## src/rtl/muldiv_pkg.sv

```systemverilog
// Shared encodings for the RV32M multiply/divide engine.
package muldiv_pkg;

    // RISC-V M-extension funct3 codes
    localparam logic [2:0] F3_MUL    = 3'b000;
    localparam logic [2:0] F3_MULH   = 3'b001;
    localparam logic [2:0] F3_MULHSU = 3'b010;
    localparam logic [2:0] F3_MULHU  = 3'b011;
    localparam logic [2:0] F3_DIV    = 3'b100;
    localparam logic [2:0] F3_DIVU   = 3'b101;
    localparam logic [2:0] F3_REM    = 3'b110;
    localparam logic [2:0] F3_REMU   = 3'b111;

    typedef enum logic [1:0] {
        S_IDLE  = 2'd0,
        S_CALC  = 2'd1,
        S_FIXUP = 2'd2,
        S_DONE  = 2'd3
    } state_t;

    // Operand signedness for an op: {rs1 signed, rs2 signed}
    function automatic logic [1:0] op_signs(input logic [2:0] f3);
        logic [1:0] s;
        s = 2'b00;
        case (f3)
            F3_MUL:    s = 2'b00;
            F3_MULH:   s = 2'b11;
            F3_MULHSU: s = 2'b10;
            F3_MULHU:  s = 2'b00;
            F3_DIV:    s = 2'b11;
            F3_DIVU:   s = 2'b00;
            F3_REM:    s = 2'b11;
            F3_REMU:   s = 2'b00;
            default:   s = 2'b00;
        endcase
        return s;
    endfunction

endpackage

```

## src/rtl/muldiv_step.sv

```systemverilog
// One radix-2 iteration: shift-add multiply or restoring compare-subtract-shift divide.
// Multiply: a = product high half, b = multiplier/low half, m = multiplicand.
// Divide:   a = partial remainder, b = dividend/quotient, m = divisor.
module muldiv_step #(
    parameter int unsigned XLEN = 32
) (
    input  logic            mode_div,
    input  logic [XLEN-1:0] a_in,
    input  logic [XLEN-1:0] b_in,
    input  logic [XLEN-1:0] m_in,
    output logic [XLEN-1:0] a_out_c,
    output logic [XLEN-1:0] b_out_c
);

    logic [XLEN:0]   sum;
    logic [XLEN:0]   shifted;
    logic            ge;
    logic [XLEN-1:0] diff;

    // Single step in the selected mode
    always_comb begin
        sum     = {1'b0, a_in} + (b_in[0] ? {1'b0, m_in} : (XLEN+1)'(0));
        shifted = {a_in, b_in[XLEN-1]};
        ge      = (shifted >= {1'b0, m_in});
        // Remainder stays below the divisor, so the low XLEN bits of the difference suffice
        diff    = shifted[XLEN-1:0] - m_in;
        if (mode_div) begin
            a_out_c = ge ? diff : shifted[XLEN-1:0];
            b_out_c = {b_in[XLEN-2:0], ge};
        end else begin
            a_out_c = sum[XLEN:1];
            b_out_c = {sum[0], b_in[XLEN-1:1]};
        end
    end

endmodule

```

## src/rtl/rv_muldiv_unit.sv

```systemverilog
// Iterative RV32M multiply/divide unit with flush and corner-case fast path.
module rv_muldiv_unit
    import muldiv_pkg::*;
#(
    parameter int unsigned XLEN   = 32,
    parameter int unsigned UNROLL = 1
) (
    input  logic            CLK,
    input  logic            RESET,
    input  logic            START,
    input  logic [2:0]      FUNCT3,
    input  logic [XLEN-1:0] OPERAND1,
    input  logic [XLEN-1:0] OPERAND2,
    input  logic            KILL,
    output logic            BUSY,
    output logic            DONE,
    output logic [XLEN-1:0] RESULT
);

    localparam int unsigned N_STEPS = XLEN / UNROLL;
    localparam int unsigned CNT_W   = $clog2(N_STEPS + 1);
    localparam logic [XLEN-1:0] MIN_NEG = {1'b1, {(XLEN-1){1'b0}}};

    state_t            state_q, state_d;
    logic              busy_d, done_d;
    logic [XLEN-1:0]   result_d;
    logic [CNT_W-1:0]  cnt_q, cnt_d;
    logic [2:0]        f3_q, f3_d;
    logic              neg_q, neg_d;
    logic [XLEN-1:0]   a_q, a_d, b_q, b_d, m_q, m_d;

    logic [1:0]        signs;
    logic              op1_neg, op2_neg, in_div, in_rem, neg_in;
    logic              div_zero, div_ovf;
    logic [XLEN-1:0]   abs1, abs2, fast_val;
    logic [2*XLEN-1:0] prod_fix;
    logic [XLEN-1:0]   quo_fix, rem_fix, fix_val;

    logic [XLEN-1:0]   chain_a [UNROLL+1];
    logic [XLEN-1:0]   chain_b [UNROLL+1];

    assign chain_a[0] = a_q;
    assign chain_b[0] = b_q;

    // Unrolled chain of radix-2 steps evaluated each CALC cycle
    for (genvar i = 0; i < UNROLL; i++) begin : g_step
        muldiv_step #(.XLEN(XLEN)) u_step (
            .mode_div (f3_q[2]),
            .a_in     (chain_a[i]),
            .b_in     (chain_b[i]),
            .m_in     (m_q),
            .a_out_c  (chain_a[i+1]),
            .b_out_c  (chain_b[i+1])
        );
    end

    // Decode of the incoming request: magnitudes, result sign, fast-path result
    always_comb begin
        signs    = op_signs(FUNCT3);
        in_div   = FUNCT3[2];
        in_rem   = FUNCT3[1];
        op1_neg  = signs[1] & OPERAND1[XLEN-1];
        op2_neg  = signs[0] & OPERAND2[XLEN-1];
        abs1     = op1_neg ? -OPERAND1 : OPERAND1;
        abs2     = op2_neg ? -OPERAND2 : OPERAND2;
        // Signed remainder follows the dividend; everything else is the product of signs
        neg_in   = (in_div && in_rem) ? op1_neg : (op1_neg ^ op2_neg);
        div_zero = in_div && (OPERAND2 == '0);
        div_ovf  = in_div && signs[0] && (OPERAND1 == MIN_NEG) && (OPERAND2 == '1);
        fast_val = '0;
        if (div_zero) begin
            fast_val = in_rem ? OPERAND1 : '1;
        end else if (div_ovf) begin
            fast_val = in_rem ? '0 : OPERAND1;
        end
    end

    // Sign fixup and half selection of the finished accumulator
    always_comb begin
        prod_fix = neg_q ? -{a_q, b_q} : {a_q, b_q};
        quo_fix  = neg_q ? -b_q : b_q;
        rem_fix  = neg_q ? -a_q : a_q;
        if (f3_q[2]) begin
            fix_val = f3_q[1] ? rem_fix : quo_fix;
        end else if (f3_q == F3_MUL) begin
            fix_val = prod_fix[XLEN-1:0];
        end else begin
            fix_val = prod_fix[2*XLEN-1:XLEN];
        end
    end

    // Next-state and registered-output logic
    always_comb begin
        state_d  = state_q;
        busy_d   = BUSY;
        done_d   = 1'b0;
        result_d = RESULT;
        cnt_d    = cnt_q;
        f3_d     = f3_q;
        neg_d    = neg_q;
        a_d      = a_q;
        b_d      = b_q;
        m_d      = m_q;
        case (state_q)
            S_IDLE: begin
                busy_d = 1'b0;
                if (START && !KILL) begin
                    f3_d  = FUNCT3;
                    neg_d = neg_in;
                    a_d   = '0;
                    b_d   = abs1;
                    m_d   = abs2;
                    cnt_d = CNT_W'(N_STEPS);
                    if (div_zero || div_ovf) begin
                        state_d  = S_DONE;
                        done_d   = 1'b1;
                        result_d = fast_val;
                    end else begin
                        state_d = S_CALC;
                        busy_d  = 1'b1;
                    end
                end
            end
            S_CALC: begin
                if (KILL) begin
                    state_d = S_IDLE;
                    busy_d  = 1'b0;
                end else begin
                    a_d   = chain_a[UNROLL];
                    b_d   = chain_b[UNROLL];
                    cnt_d = cnt_q - CNT_W'(1);
                    if (cnt_q == CNT_W'(1)) begin
                        state_d = S_FIXUP;
                    end
                end
            end
            S_FIXUP: begin
                state_d = S_IDLE;
                busy_d  = 1'b0;
                if (!KILL) begin
                    state_d  = S_DONE;
                    done_d   = 1'b1;
                    result_d = fix_val;
                end
            end
            S_DONE: begin
                state_d = S_IDLE;
            end
            default: begin
                state_d = S_IDLE;
                busy_d  = 1'b0;
            end
        endcase
    end

    // State and datapath registers
    always_ff @(posedge CLK) begin
        if (RESET) begin
            state_q <= S_IDLE;
            BUSY    <= 1'b0;
            DONE    <= 1'b0;
            RESULT  <= '0;
            cnt_q   <= '0;
            f3_q    <= '0;
            neg_q   <= 1'b0;
            a_q     <= '0;
            b_q     <= '0;
            m_q     <= '0;
        end else begin
            state_q <= state_d;
            BUSY    <= busy_d;
            DONE    <= done_d;
            RESULT  <= result_d;
            cnt_q   <= cnt_d;
            f3_q    <= f3_d;
            neg_q   <= neg_d;
            a_q     <= a_d;
            b_q     <= b_d;
            m_q     <= m_d;
        end
    end

endmodule

```

## config.mk

```make
export PLATFORM = sky130hd
export DESIGN_NAME = rv_muldiv_unit
export DESIGN_NICKNAME = d
export VERILOG_FILES = /design/src/rtl/muldiv_pkg.sv /design/src/rtl/muldiv_step.sv /design/src/rtl/rv_muldiv_unit.sv
export SDC_FILE = /design/constraint.sdc
export NUM_CORES = 1
export LEC_CHECK = 0
export CAP_MARGIN = 20
export CORE_ASPECT_RATIO = 0.5
export CORE_UTILIZATION = 50
export CTS_BUF_LIST = sky130_fd_sc_hd__clkbuf_4 sky130_fd_sc_hd__clkbuf_8
export CTS_CLUSTER_DIAMETER = 30
export DETAILED_ROUTE_END_ITERATION = 7
export GPL_ROUTABILITY_DRIVEN = 1
export PLACE_DENSITY = 0.67
export SYNTH_ARGS = -nofsm -noshare
export SYNTH_HDL_FRONTEND = slang
export SYNTH_SLANG_ARGS = --single-unit
```

## constraint.sdc

```tcl
create_clock -name CLK -period 7.6 [get_ports CLK]
set_clock_uncertainty 0.15 [all_clocks]
set_input_delay 0.76 -clock CLK [delete_from_list [all_inputs] [get_ports CLK]]
set_output_delay 0.76 -clock CLK [all_outputs]
set_load 0.02 [all_outputs]
```

* Word level (Yosys, flattened, before mapping)
Memory sizes are Yosys's and may differ from the RTL's. Index checks and enable logic that the tools add are counted.
Cells by class: reduce and logical (&&, ||, !) cells 19, $add $sub $neg 8, bitwise gates (word level) 3, magnitude comparators 1, equal/unequal tests 12, muxes and demuxes 44
Operators by type and width (count):
- 32-bit two-way mux | 22
- 32-bit one-hot mux with 2 select lines | 3
- 32-bit negation | 4
- 32-bit == test, second input constant | 2
- 64-bit two-way mux | 1
- 64-bit negation | 1
- 32-bit by 33-bit adder with 33-bit output | 1
- 33-bit by 32-bit >= comparator with 1-bit output | 1
- 32-bit logical NOT | 1
- 32-bit subtractor | 1
- 6-bit two-way mux | 2
- 6-bit one-hot mux with 2 select lines | 1
- 2-bit two-way mux | 5
- 2-bit inequality test, second input constant | 5
- 2-bit one-hot mux with 4 select lines | 1
- 1-bit two-way mux | 7
- 6-bit by 1-bit == test with 1-bit output, second input constant | 1
- 1-bit logical AND | 6
- 2-bit AND reduction | 3
- 6-bit by 1-bit subtractor with 6-bit output, second input constant | 1
- 2-bit == test, second input constant | 2
- 4-bit AND reduction | 1
- 2-bit nonzero test | 2
- 3-bit logical NOT | 1
- other kinds (11) | 12
Word-level totals: word-level logic and storage cells 98, memories kept 1, flip-flop bits (word level) 142, memory bits (read-only) 16
Memory list:
- (no name shown) | depth 8, bits a word 2, read ports 1, clocked after memory_dff 0, wr ports 0, RTL line muldiv_pkg.sv:25 | case (f3)

* Logic depth before layout (Yosys ltp)
An unclocked memory read counts as a cell.
depth after elaboration 9, mapped depth 14

* By module
Synthesis repeated with hierarchy kept, for this count alone.
Second synthesis, totals: cells, all modules 2119, area, all modules 15068.2 µm²
Modules (own cells, without submodules):
- rv_muldiv_unit | times used 1, cells each 1430, area each 10398.7 µm²
- muldiv_step | times used 1, cells each 689, area each 4669.5 µm²

* Least setup slack after synthesis
No wires, ideal clock.
path kind register -> register, from reg b_q[0], to reg a_q[30], cell stages (with the launch flop) 15, arrival time 3.073 ns, path buffers 2, path slack 4.255 ns, period minus slack after synthesis 3.345 ns, cells stage by stage dfxtp_1 inv_1 clkbuf_1 nor2_1 ha_1 clkbuf_1 a211oi_1 o211ai_1 a221oi_1 o22a_1 and3_1 a21oi_1 or4b_2 a31oi_1 o31ai_1
On the way: cells in the longest elaborated chain, start to end 5
RTL lines:
- start: declaration | RTL line rv_muldiv_unit.sv:30 | logic [XLEN-1:0] a_q, a_d, b_q, b_d, m_q, m_d;
- start signal: assignment | RTL line rv_muldiv_unit.sv:167 | b_q <= '0;
- start signal: assignment | RTL line rv_muldiv_unit.sv:178 | b_q <= b_d;
- 32-bit two-way mux | RTL line muldiv_step.sv:22 | sum = {1'b0, a_in} + (b_in[0] ? {1'b0, m_in} : (XLEN+1)'(0));
- 32-bit by 33-bit adder with 33-bit output | RTL line muldiv_step.sv:22
- 32-bit two-way mux | RTL line muldiv_step.sv:27 | if (mode_div) begin
- 32-bit two-way mux | RTL line rv_muldiv_unit.sv:125 | if (KILL) begin
- 32-bit one-hot mux with 2 select lines | RTL line rv_muldiv_unit.sv:104 | case (state_q)
- end signal: assignment | RTL line rv_muldiv_unit.sv:166 | a_q <= '0;
- end signal: assignment | RTL line rv_muldiv_unit.sv:177 | a_q <= a_d;
- end: declaration | RTL line rv_muldiv_unit.sv:30
No other way between the ends. The select of a mux whose other input is x is not followed. A chain may end at the register's enable or synchronous reset.

* Worst setup path in the final report
from reg a_q[21], to reg a_q[4]
On the way: cells in the longest elaborated chain, start to end 5
RTL lines:
- 33-bit by 32-bit >= comparator with 1-bit output | RTL line muldiv_step.sv:24 | ge = (shifted >= {1'b0, m_in});
- 32-bit two-way mux | RTL line muldiv_step.sv:28 | a_out_c = ge ? diff : shifted[XLEN-1:0];
- 32-bit two-way mux | RTL line muldiv_step.sv:27
- 32-bit two-way mux | RTL line rv_muldiv_unit.sv:125
- 32-bit one-hot mux with 2 select lines | RTL line rv_muldiv_unit.sv:104
No other way between the ends. The select of a mux whose other input is x is not followed.

==> metrics.md <==
| Metric | Value |
|---|---|
| EDFF count, synth | `0` |
| Total track usage | `0.349` |
| Vias | `15600` |
| Drt wl/cell | `21.7 µm` |
| Worst skew pair latency | `between 500 and 600 ps` |
| Vias in the first global route | `between 10000 and 15000` |
| Crit-path max FO | `12` |
| Post-Syn Nets | `approximately 2200` |
| DRC | `0` |
| I/O pin total | `around 110` |
| Synth Cell Area | `approximately 14000 µm²` |
| CP Class | `flip-flop to flip-flop` |
| Power per cell area | `163 nW/µm²` |
| Peak supply drop | `about 0.11 mV` |
| Antenna-violating nets left | `0` |
| Row cnt | `43` |
| Mean Syn Cell Area | `~7 µm²` |
| Final Setup Violations | `0` |
| Final WL | `about 52000 µm` |
| CP cell instances | `ha_1 -> and4_1 -> nand4_1 -> nor4_1 -> a211oi_1 -> o21ai_1 -> or3_1 -> buf_4 -> mux2_1 -> a21oi_1 -> nor3_1` |
| Yosys warning count | `0` |
| Max stage delay on crit path | `910 ps` |
| CTS sink cnt | `around 140` |
| Clock power share | `0.304` |
| Die width | `around 240 µm` |
| Largest net degree at the start of global routing | `87` |
| CTS Root Cell | `clkbuf_8` |
| Arr. time, crit path | `about 4900 ps` |
| Worst-path clk slew | `90 ps` |
| Final Hold Vio Count | `0` |
| Ys flop type | `dfxtp_1` |
| Outcome | `finished, final reports clean` |
| Period utilization | `0.618` |
| Area Growth Syn to Fin | `11.0%` |
| CTS H-Tree Depth | `4` |
| Die height | `between 100 and 150 µm` |
| First-pass GRT wire length | `around 80000 µm` |
| Initial antenna violation count | `0` |
| GP Congestion | `between 0.9 and 1` |
| Number of vias per cell | `~6.5` |
| Final net count | `~2200` |
| CTS tree | `yes` |
| Min-Delay Path Class | `flip-flop to flip-flop` |
| Synth Instances | `around 2000` |
| Pint | `roughly 1.6 mW` |
| CTS Hold Bufs | `0` |
| CTS Buffer Depth | `2` |
| Logic pwr share | `0.366` |
| DR iter-0 viols | `~1900` |
| Initial core utilization | `0.514` |
| Setup_tns | `0 ps` |
| Post-layout min period | `around 4700 ps` |
| Total CTS buffers | `17` |
| Max-Cap Viols | `0` |
| Post-cts resize count | `0` |
| Seq pwr share | `0.330` |
| 1st-pass router iterations | `6` |
| Final slew viol count | `0` |
| Leak | `just over 6 nW` |
| Antenna diode count | `0` |
| HPWL after detailed placement | `approximately 38000 µm` |
| Relative slew slack | `0.248` |
| Worst path required time | `approximately 7800 ps` |
| Bufs and invs on worst path | `1` |
| Synth Register Bits | `142` |
| Sequential area share after synthesis | `0.197` |
| Crit. End Element | `flip-flop` |
| GRT overflow | `0` |
| Core area | `about 28000 µm²` |
| Post-CTS Setup Bufs | `0` |
| Fmax | `between 200 and 250 MHz` |
| Number of buffers added on ports | `104` |
| Share of layout cells above drive strength 1 | `0.0479` |
| Layout Utilization | `0.571` |
| CP top delay family | `simple AND/OR/NAND/NOR gates` |
| Crit start category | `flip-flop` |
| CP startpoint | `a_q[21]` |
| Die Area | `a little under 30000 µm²` |
| Sw frac | `0.390` |
| FF-to-FF Start | `a_q[21]` |
| RSZ-0062 raised after global routing | `no` |
| Most frequent cells in the layout | `235 x nor2_1, 192 x nand2_1, 157 x a21oi_1` |
| NetSw | `1.02 mW` |
| Worst-Margin Slew | `roughly 1100 ps` |
| Share of flip-flops with an asynchronous set or reset | `0` |
| Max stage delay cell, worst path | `nor4_1` |
| Yosys cell types | `89` |
| Hold path startpoint | `m_q[31]` |
| Most common cell after layout, fill and taps aside | `nor2_1` |
[power groups by stage]
| stage | Combinational, mW | Clock, mW | Sequential [mW] |
|---|---|---|---|
| global route | 1.04 | 0.831 | 0.867 |
| floorplan | 0.691 | 0 | 0.836 |
| global placement | 0.923 | 0 | 0.875 |
| detailed placement | 0.924 | 0 | 0.876 |
| CTS | 0.930 | 0.793 | 0.858 |
| finish | 0.954 | 0.793 | 0.861 |
[registers in the layout (all words and copies together), names as in the netlist]
register and flops:
BUSY 1, DONE 1, f3_q 3, state_q 2, a_q 32, neg_q 1
RESULT 32, b_q 32, cnt_q 6, m_q 32
[area by class of cell]
type                    instances  area (µm²)
clock inverters                 9         206
fillers                      2703       12000
well taps                     382         478
repair buffers                128        1220
flip-flops and latches        142        2850
clock buffers                  22         290
multi-input cells            1652       10700
inverters                      74         278
[synth_stat cells (22+ instances only)]
| cell type | instances | share of area |
|---|---|---|
| ha_1 | 75 | 0.065 |
| nand2_1 | 192 | 0.050 |
| o31ai_1 | 39 | 0.020 |
| nand3_1 | 29 | 0.010 |
| a21o_1 | 43 | 0.022 |
| a21oi_1 | 157 | 0.054 |
| o21ai_0 | 122 | 0.042 |
| a31oi_1 | 26 | 0.011 |
| nand4_1 | 25 | 0.011 |
| nor2_1 | 238 | 0.062 |
| xnor2_1 | 90 | 0.055 |
| nor3_1 | 53 | 0.018 |
| clkbuf_1 | 126 | 0.033 |
| or3_1 | 23 | 0.010 |
| mux2i_1 | 42 | 0.029 |
| nor4_1 | 23 | 0.010 |
| dfxtp_1 | 142 | 0.20 |
| o211ai_1 | 44 | 0.023 |
| xor2_1 | 82 | 0.050 |
| o41ai_1 | 22 | 0.013 |
| inv_1 | 74 | 0.019 |
| a211oi_1 | 53 | 0.028 |
[worst register-to-register path: stages, from the launching register on]
cell	delay, ps
dfxtp_1	750
ha_1	390
and4_1	400
nand4_1	180
nor4_1	910
a211oi_1	190
o21ai_1	230
or3_1	460
buf_4	320
mux2_1	360
a21oi_1	160
nor3_1	70
[metrics by stage]
step	instance area (µm²)	total power, mW	worst slack (ps)	hold slack (ps)	cells
after floorplan	14400	1.53	4260	282	2024
after global placement	15500	1.80	2830	294	2377
after detailed placement	15500	1.80	2730	319	2377
after CTS	16000	2.58	3230	330	2408
after global routing	16000	2.73	2900	360	2409
final	16000	2.61	2900	326	2409
[path summary, 6_finish.rpt]
kind,end,slack [ps],depth (start not counted)
hold / removal,m_q[31],330,2
setup / recovery,a_q[4],2900,11
hold reg to reg,m_q[31],330,2
setup reg to reg,a_q[4],2900,11
[cell families after synthesis]
family	synth area share
AO/OA/AOI/OAI	0.302
adder cells (fa/ha/maj)	0.0679
buffers and inverters	0.0631
multiplexers	0.0346
AND/OR/NAND/NOR	0.231
XOR/XNOR	0.104
flip-flops	0.197
[routing by layer]
| metal | track usage | vias up | routed length (µm) | part of all wire |
|---|---|---|---|---|
| met2 | 0.502 | 806 | 21200 | 0.41 |
| met4 | 0.137 | 0 | 1620 | 0.031 |
| met3 | 0.0714 | 88 | 5590 | 0.11 |
| met5 | 0 | - | 0 | 0 |
| met1 | 0.504 | 7327 | 23800 | 0.46 |
| li1 | - | 7400 | - | - |
Note: power is estimated with default switching activity, not from simulation.
